===== src/rtl/bus_arbiter2.sv =====
// Two-master, one-slave round-robin arbiter for the req/ack memory bus.
// One transaction in flight; an optional watchdog ends grants the slave never acknowledges.
module bus_arbiter2 #(
  parameter int unsigned TIMEOUT_CYCLES = 256,
  parameter logic [31:0] ERR_DATA       = 32'hDEADBEEF
) (
  input  logic        clk,
  input  logic        rst,
  input  logic        m0_req,
  input  logic [31:0] m0_addr,
  input  logic [31:0] m0_out,
  input  logic        m0_wr,
  input  logic [3:0]  m0_wr_mask,
  output logic [31:0] m0_in,
  output logic        m0_ack,
  input  logic        m1_req,
  input  logic [31:0] m1_addr,
  input  logic [31:0] m1_out,
  input  logic        m1_wr,
  input  logic [3:0]  m1_wr_mask,
  output logic [31:0] m1_in,
  output logic        m1_ack,
  output logic        s_req,
  output logic [31:0] s_addr,
  output logic [31:0] s_out,
  output logic        s_wr,
  output logic [3:0]  s_wr_mask,
  input  logic [31:0] s_in,
  input  logic        s_ack,
  output logic [1:0]  grant,
  output logic        timeout_err,
  output logic [1:0]  state_dbg
);

  // Handshake: a master holds req (and its address/data) until it sees a one-cycle
  // ack; the slave sees the same req/ack pair and pulses s_ack once per request.
  localparam logic [1:0] ST_IDLE   = 2'd0;
  localparam logic [1:0] ST_GRANT0 = 2'd1;
  localparam logic [1:0] ST_GRANT1 = 2'd2;
  localparam int WD_W = (TIMEOUT_CYCLES > 0) ? $clog2(TIMEOUT_CYCLES + 1) : 1;

  logic [1:0]      state, nxt_state;
  logic            last_owner, nxt_last_owner;
  logic [WD_W-1:0] wd_cnt;
  logic            in_g0, in_g1, granted;
  logic            sel_req, wd_fire, ack_any;
  logic [31:0]     rdata;

  assign in_g0   = (state == ST_GRANT0);
  assign in_g1   = (state == ST_GRANT1);
  assign granted = in_g0 | in_g1;
  assign sel_req = (in_g0 & m0_req) | (in_g1 & m1_req);

  generate
    if (TIMEOUT_CYCLES > 0) begin : g_wd
      // A dropped request is an abort, so the watchdog only fires on a live request.
      assign wd_fire = sel_req & ~s_ack & (wd_cnt == WD_W'(TIMEOUT_CYCLES - 1));

      always_ff @(posedge clk or negedge rst) begin
        if (!rst) begin
          wd_cnt <= '0;
        end else if (!granted || nxt_state == ST_IDLE) begin
          wd_cnt <= '0;
        end else begin
          wd_cnt <= wd_cnt + 1'b1;
        end
      end
    end else begin : g_no_wd
      assign wd_fire = 1'b0;
      assign wd_cnt  = '0;
    end
  endgenerate

  // The slave's ack outranks a same-cycle timeout, so real data wins the collision.
  assign ack_any = granted & (s_ack | wd_fire);
  assign rdata   = s_ack ? s_in : ERR_DATA;

  assign s_req     = sel_req & ~wd_fire;
  assign s_addr    = s_req ? (in_g1 ? m1_addr    : m0_addr)    : 32'd0;
  assign s_out     = s_req ? (in_g1 ? m1_out     : m0_out)     : 32'd0;
  assign s_wr      = s_req ? (in_g1 ? m1_wr      : m0_wr)      : 1'b0;
  assign s_wr_mask = s_req ? (in_g1 ? m1_wr_mask : m0_wr_mask) : 4'd0;

  assign m0_ack      = in_g0 & ack_any;
  assign m1_ack      = in_g1 & ack_any;
  assign m0_in       = m0_ack ? rdata : 32'd0;
  assign m1_in       = m1_ack ? rdata : 32'd0;
  assign timeout_err = wd_fire;
  assign grant       = {in_g1, in_g0};
  assign state_dbg   = state;

  always_comb begin
    nxt_state      = state;
    nxt_last_owner = last_owner;
    case (state)
      ST_IDLE: begin
        // On a tie, last_owner=1 hands the grant to m0 and vice versa.
        if (m0_req && (!m1_req || last_owner)) begin
          nxt_state = ST_GRANT0;
        end else if (m1_req) begin
          nxt_state = ST_GRANT1;
        end
      end
      ST_GRANT0, ST_GRANT1: begin
        if (s_ack || wd_fire) begin
          nxt_state      = ST_IDLE;
          nxt_last_owner = in_g1;
        end else if (!sel_req) begin
          nxt_state = ST_IDLE;
        end
      end
      default: nxt_state = ST_IDLE;
    endcase
  end

  always_ff @(posedge clk or negedge rst) begin
    if (!rst) begin
      state      <= ST_IDLE;
      last_owner <= 1'b1;
    end else begin
      state      <= nxt_state;
      last_owner <= nxt_last_owner;
    end
  end

endmodule


===== config.mk =====
export PLATFORM = sky130hd
export DESIGN_NAME = bus_arbiter2
export DESIGN_NICKNAME = d
export VERILOG_FILES = /design/src/rtl/bus_arbiter2.sv
export SDC_FILE = /design/constraint.sdc
export NUM_CORES = 1
export LEC_CHECK = 0
export CELL_PAD_IN_SITES_DETAIL_PLACEMENT = 1
export CELL_PAD_IN_SITES_GLOBAL_PLACEMENT = 2
export CORE_AREA = 5 5 168 154
export DETAILED_ROUTE_END_ITERATION = 8
export DIE_AREA = 0 0 173 159
export PLACE_DENSITY = 0.81
export SLEW_MARGIN = 10
export SYNTH_ARGS = -nofsm -noshare
export SYNTH_HDL_FRONTEND = slang
export SYNTH_SLANG_ARGS = --single-unit

===== constraint.sdc =====
create_clock -name clk -period 2.65 [get_ports clk]
set_clock_uncertainty 0.1 [all_clocks]
set_input_delay 0.795 -clock clk [delete_from_list [all_inputs] [get_ports clk]]
set_output_delay 0.795 -clock clk [all_outputs]
set_load 0.03 [all_outputs]

# After elaboration in Yosys (flattened, before gate mapping)
# Index checks and enable logic that the tools add are counted.
word_totals:
  register_bits: 12
  latchBits: 0
  ramBits: 0
  romBits: 0
  in_bits: 175
  out_inout_bits: 141
  word_cells: 47
  mem_count: 0
op_classes:
  n_addsub: 1
  mul: 0
  n_div: 0
  order_cmp: 0
  eq_ne: 3
  shift: 0
  n_mux: 17
  bitwise_logic: 13
  reduce_logical: 10
ops:
  columns: ["cell", "n"]
  rows:
  - ["$mux 32", 7]
  - ["$add 9x1->9 const B", 1]
  - ["$eq 9x8->1 const B", 1]
  - ["$mux 9", 1]
  - ["$and 1x1->1", 8]
  - ["$mux 2", 4]
  - ["$mux 4", 2]
  - ["$logic_not 2->1", 2]
  - ["$pmux 2 s2", 1]
  - ["$logic_or 1x1->1", 3]
  - ["$or 1x1->1", 3]
  - ["$eq 2x1->1 const B", 1]
  - ["$eq 2x2->1 const B", 1]
  - ["$logic_not 1->1", 2]
  - ["$mux 1", 2]
  - ["$not 1->1", 2]
  - ["$reduce_and 2->1", 1]
  - ["$reduce_or 2->1", 1]
  - ["$logic_and 1x1->1", 1]

# Logic depth before layout (Yosys ltp)
depth:
  ltp_word: 11
  depth_mapped: 8
  depth_no_buf: 7

# Least setup slack after synthesis
# No wires, ideal clock.
synth_path:
  kind: "register -> output"
  from: "register state[0], in the netlist state_dbg[0]"
  to: "output port m0_in[0]"
  arrival_ps: 2238
  required_ps: 1755
  setup_slack_ps: -483
  path_stages_with_launch: 9
  n_path_buf: 3
  cell_sequence: "dfrtp_1 -> inv_1 -> ha_1 -> buf_2 -> a22o_1 -> buf_2 -> a21oi_4 -> buf_6 -> nor3_1"
synth_between:
  elab_chain_len: 9
  elab_cells_between_ends: 12
  classes_between: "eq/ne (2); mux (1); bitwise (9)"
synth_rtl:
  columns: ["item", "line", "source"]
  rows:
  - ["start: declaration", "42", "logic [1:0] state, nxt_state;"]
  - ["start signal: assignment", "121", "state <= nxt_state;"]
  - ["$eq 2x2->1 (*)", "50", "assign in_g1 = (state == ST_GRANT1);"]
  - ["named net in_g1", "45", "logic in_g0, in_g1, granted;"]
  - ["$and 1x1->1", "52", "assign sel_req = (in_g0 & m0_req) | (in_g1 & m1_req);"]
  - ["$or 1x1->1", "52", null]
  - ["$and 1x1->1 (2 in a row)", "57", "assign wd_fire = sel_req & ~s_ack & (wd_cnt == WD_W'(TIMEOUT_CYCLES - 1));"]
  - ["$or 1x1->1", "75", "assign ack_any = granted & (s_ack | wd_fire);"]
  - ["$and 1x1->1 (*)", "75", null]
  - ["$and 1x1->1 (*)", "84", "assign m0_ack = in_g0 & ack_any;"]
  - ["$mux 32 (*)", "86", "assign m0_in = m0_ack ? rdata : 32'd0;"]
  - ["end: declaration", "14", "output logic [31:0] m0_in,"]
# The timed path passes the listed nets; every way through them passes the cells marked *.

# Worst setup path after layout
layout_path:
  from: "register wd_cnt[0]"
  to: "output port m1_in[23]"
layout_between:
  elab_chain_len: 6
layout_rtl:
  columns: ["item", "line", "source"]
  rows:
  - ["start: declaration", "44", "logic [WD_W-1:0] wd_cnt;"]
  - ["start signal: assignment", "65", "wd_cnt <= wd_cnt + 1'b1;"]
  - ["$eq 9x8->1", "57", null]
  - ["$and 1x1->1", "57", null]
  - ["$or 1x1->1", "75", null]
  - ["$and 1x1->1", "75", null]
  - ["$and 1x1->1", "85", "assign m1_ack = in_g1 & ack_any;"]
  - ["$mux 32", "87", "assign m1_in = m1_ack ? rdata : 32'd0;"]
  - ["end: declaration", "21", "output logic [31:0] m1_in,"]
# No other way between the ends.

==> results.md <==
* Fin. max-slew vios at 0
* Net Sw Frac at between 50% and 60%
* Vias in the first global route at 4229
* Clock sink total at 12
* Vias/cell at about 4
* Final #Nets at roughly 900
* Die Y at 159 um
* Final period utilization at 116%
* DR WL/cell at between 15 and 20 um
* Synth Area in Compound Gates at under 10%
* DP HPWL at 14.7 mm
* Tot Pwr at approximately 0.0065 W
* Final setup violation count at 122
* Share of layout cells above drive strength 1 at between 50% and 60%
* Drt pass-1 iters at 4
* Final hold violation count at 0
* Worst setup EP type: primary output
* Post-synthesis register bit count at 12
* Post-Synth Adder-Cell Area at 3.19%
* Layout Utilization at around a third
* Combinational share of power at between 90 and 100%
* Initial DRC count at between 60 and 70
* Most common cell after layout, fill and taps aside: clkdlybuf4s50_1
* Largest family of logic cells by synthesized area: simple AND/OR/NAND/NOR gates
* CTS buffer count at 3
* GRT Total Usage at about an eighth
* Pwr dens at slightly below 800 nW/um^2
* CTS max path bufs at 2
* H-tree lvl count at 1
* Failing checks: setup timing
* Worst slack, placed at -0.705 ns
* Initial antenna violation count at 0
* NetSw at ~0.0033 W
* Synth warnings at 0
* Clock Latency Late Sink at between 0.2 and 0.25 ns
* Critical Path AT at between 2 and 2.5 ns
* Rows at 54
* Area delta synth->final at 257%
* Remaining DRCs at 0
* Setup TNS at -38.12 ns
* CTS tree: yes
* Worst Tran Pin Value at between 0.6 and 0.7 ns
* RSZ-0062 raised after global routing: true
* Post-Synth Simple-Gate Area at about two fifths
* Worst slew margin relative to its limit at 58.9%
* Post-layout minimum cycle time at roughly 3.1 ns
* Via Count at ~4000
* WL final at 18.9 mm
* Port buffer count at 315
* Inst Count DP at between 900 and 1000
* Avg Cell Area, Syn at around 6.8 sq um
* Int Power at between 0.003 and 0.004 W
* Worst Path Required at between 1.5 and 2 ns
* Die span in x at around 170 um
* Area of the mapped netlist at 2350 sq um
* First-pass GRT wire length at 27.1 mm
* Critical path fanouts, max at 8
* Post-CTS Hold Buffers at 0
* GRT overflow at 0
* Hold Crit Class: register to register
* Core footprint at roughly 24000 sq um
* Max VDD drop at about 460 uV
* Initial Util at under 10%
* Kind of critical path: register to primary output
* Register area share after synthesis at between 10 and 15%
* Routed Antenna Nets at 0
* Most frequent cells in the layout: 173 x clkdlybuf4s50_1, 98 x buf_6, 69 x mux2i_1
* Antenna Cells at 0
* Gpl congestion at between 0.7 and 0.8
* Mapped Nets at between 500 and 600
* Worst setup SP type: register
* Setup slack after layout at -0.426 ns
* Mapped Cells at ~350
* Largest net degree at the start of global routing at 37
* Max Cap Violations at 0
* Multiplexer share of the synthesized area at 29.4%
* Clock slew at reported path FFs at approximately 0.040 ns
* Root buf cell: clkbuf_16
* Xor/xnor cell area share of the yosys netlist at 1.12%
* Cell variety after synth at 32
* Layout Cells excl Fill at slightly above 1000
* Flop pwr share at 3.9%
* Pleak at ~3.2 nW
* Achievable frequency at ~330 MHz
* Status: finished, violations left
* Die area at roughly 28000 sq um
* Clock power share at 4.4%
* I/O Pins at roughly 320
## cells by family after synthesis
family,count (synthesis)
adder cells (fa/ha/maj),6
buffers and inverters,40
flip-flops,12
XOR/XNOR,3
multiplexers,69
AO/OA/AOI/OAI,20
AND/OR/NAND/NOR,195
## power groups by stage
stage | registers, W | logic (W) | clock network, W
after floorplan | 0.000278 | 0.00260 | 0
after global placement | 0.000252 | 0.00464 | 0
after detailed placement | 0.000253 | 0.00466 | 0
after CTS | 0.000251 | 0.00514 | 0.000290
after global routing | 0.000257 | 0.00624 | 0.000297
final | 0.000251 | 0.00595 | 0.000283
## worst max-delay path, stage by stage (launching register included)
cell and delay, ns:
dfrtp_1 0.39, ha_2 0.21, nand2_2 0.08, nor3_4 0.04
ha_2 0.19, buf_6 0.12, a21oi_4 0.36, buf_12 0.17
buf_16 0.15, nor3_2 0.04, buf_4 0.18
## metrics by stage
step / instance area [sq um] / hold WS [ns]
2_1_floorplan: 2930 / 0.389
3_3_place_gp: 6920 / 0.453
3_5_place_dp: 6920 / 0.454
4_1_cts: 7670 / 0.461
5_1_grt: 8400 / 0.537
6_report: 8400 / 0.497
## Yosys cell counts
library cell  count  area [sq um]
a211oi_1          3          22.5
a21boi_0          2          15.0
a21oi_1           2          10.0
a21oi_2           1          8.76
a21oi_4           1          16.3
a22o_1            1          8.76
a311o_1           1          10.0
and2_1            1          6.26
buf_1             1          3.75
buf_2            16          80.1
buf_4             2          15.0
buf_6             5          56.3
clkbuf_1          8          30.0
dfrtp_1          11           275
dfstp_2           1          26.3
ha_1              6          75.1
inv_1             8          30.0
mux2i_1          69           691
nand2_1          14          52.6
nand3_1           7          35.0
nand4_1           1          6.26
nor2_1           87           327
nor2b_1          25           156
nor3_1           54           270
nor3b_1           3          22.5
o21ai_0           6          30.0
o21ai_2           1          8.76
o21ba_2           1          10.0
o2bb2ai_1         1          8.76
or3_1             3          18.8
xnor2_1           1          8.76
xor2_1            2          17.5
## final timing paths
check                                   from            to  depth (start not counted)  slack, ns
worst max-delay path               wd_cnt[0]     m1_in[23]                         10      -0.43
min in group asynchronous                rst     wd_cnt[5]                          1       0.84
max in group asynchronous                rst  state_dbg[0]                          1       1.17
worst min-delay path            state_dbg[0]  state_dbg[0]                          2       0.50
worst max register to register     wd_cnt[0]     wd_cnt[6]                         11       0.43
worst min register to register  state_dbg[0]  state_dbg[0]                          2       0.50
## layer usage
| layer | share of wire [%] | track usage [%] | vias to the layer above |
|---|---|---|---|
| li1 | - | - | 1928 |
| met1 | 39 | 14.5 | 1905 |
| met3 | 4.5 | 2.26 | 20 |
| met2 | 55 | 23.6 | 150 |
| met5 | 0 | 0 | - |
| met4 | 1.8 | 1.89 | 0 |
## flip-flops by register name (all words and copies together) (netlist names)
signal      count
state_dbg       2
last_owner      1
wd_cnt          9
## final cells by class
class	instances	area, sq um
inverter	8	30.0
sequential	12	304
multi-input combinational	293	2960
timing repair buffer	394	4640
fill	2638	15500
tap	308	385
clock buffer	4	78.8
## timing repair
action | in CTS | in global routing
gates resized for setup | 92 | 167
hold endpoints to repair | 0 | 0
pin swaps | 41 | 56
setup endpoints to repair | 137 | 135
buffers inserted | 11 | 7
cloned | 6 | 5
Power figures use the tool's default switching activity.
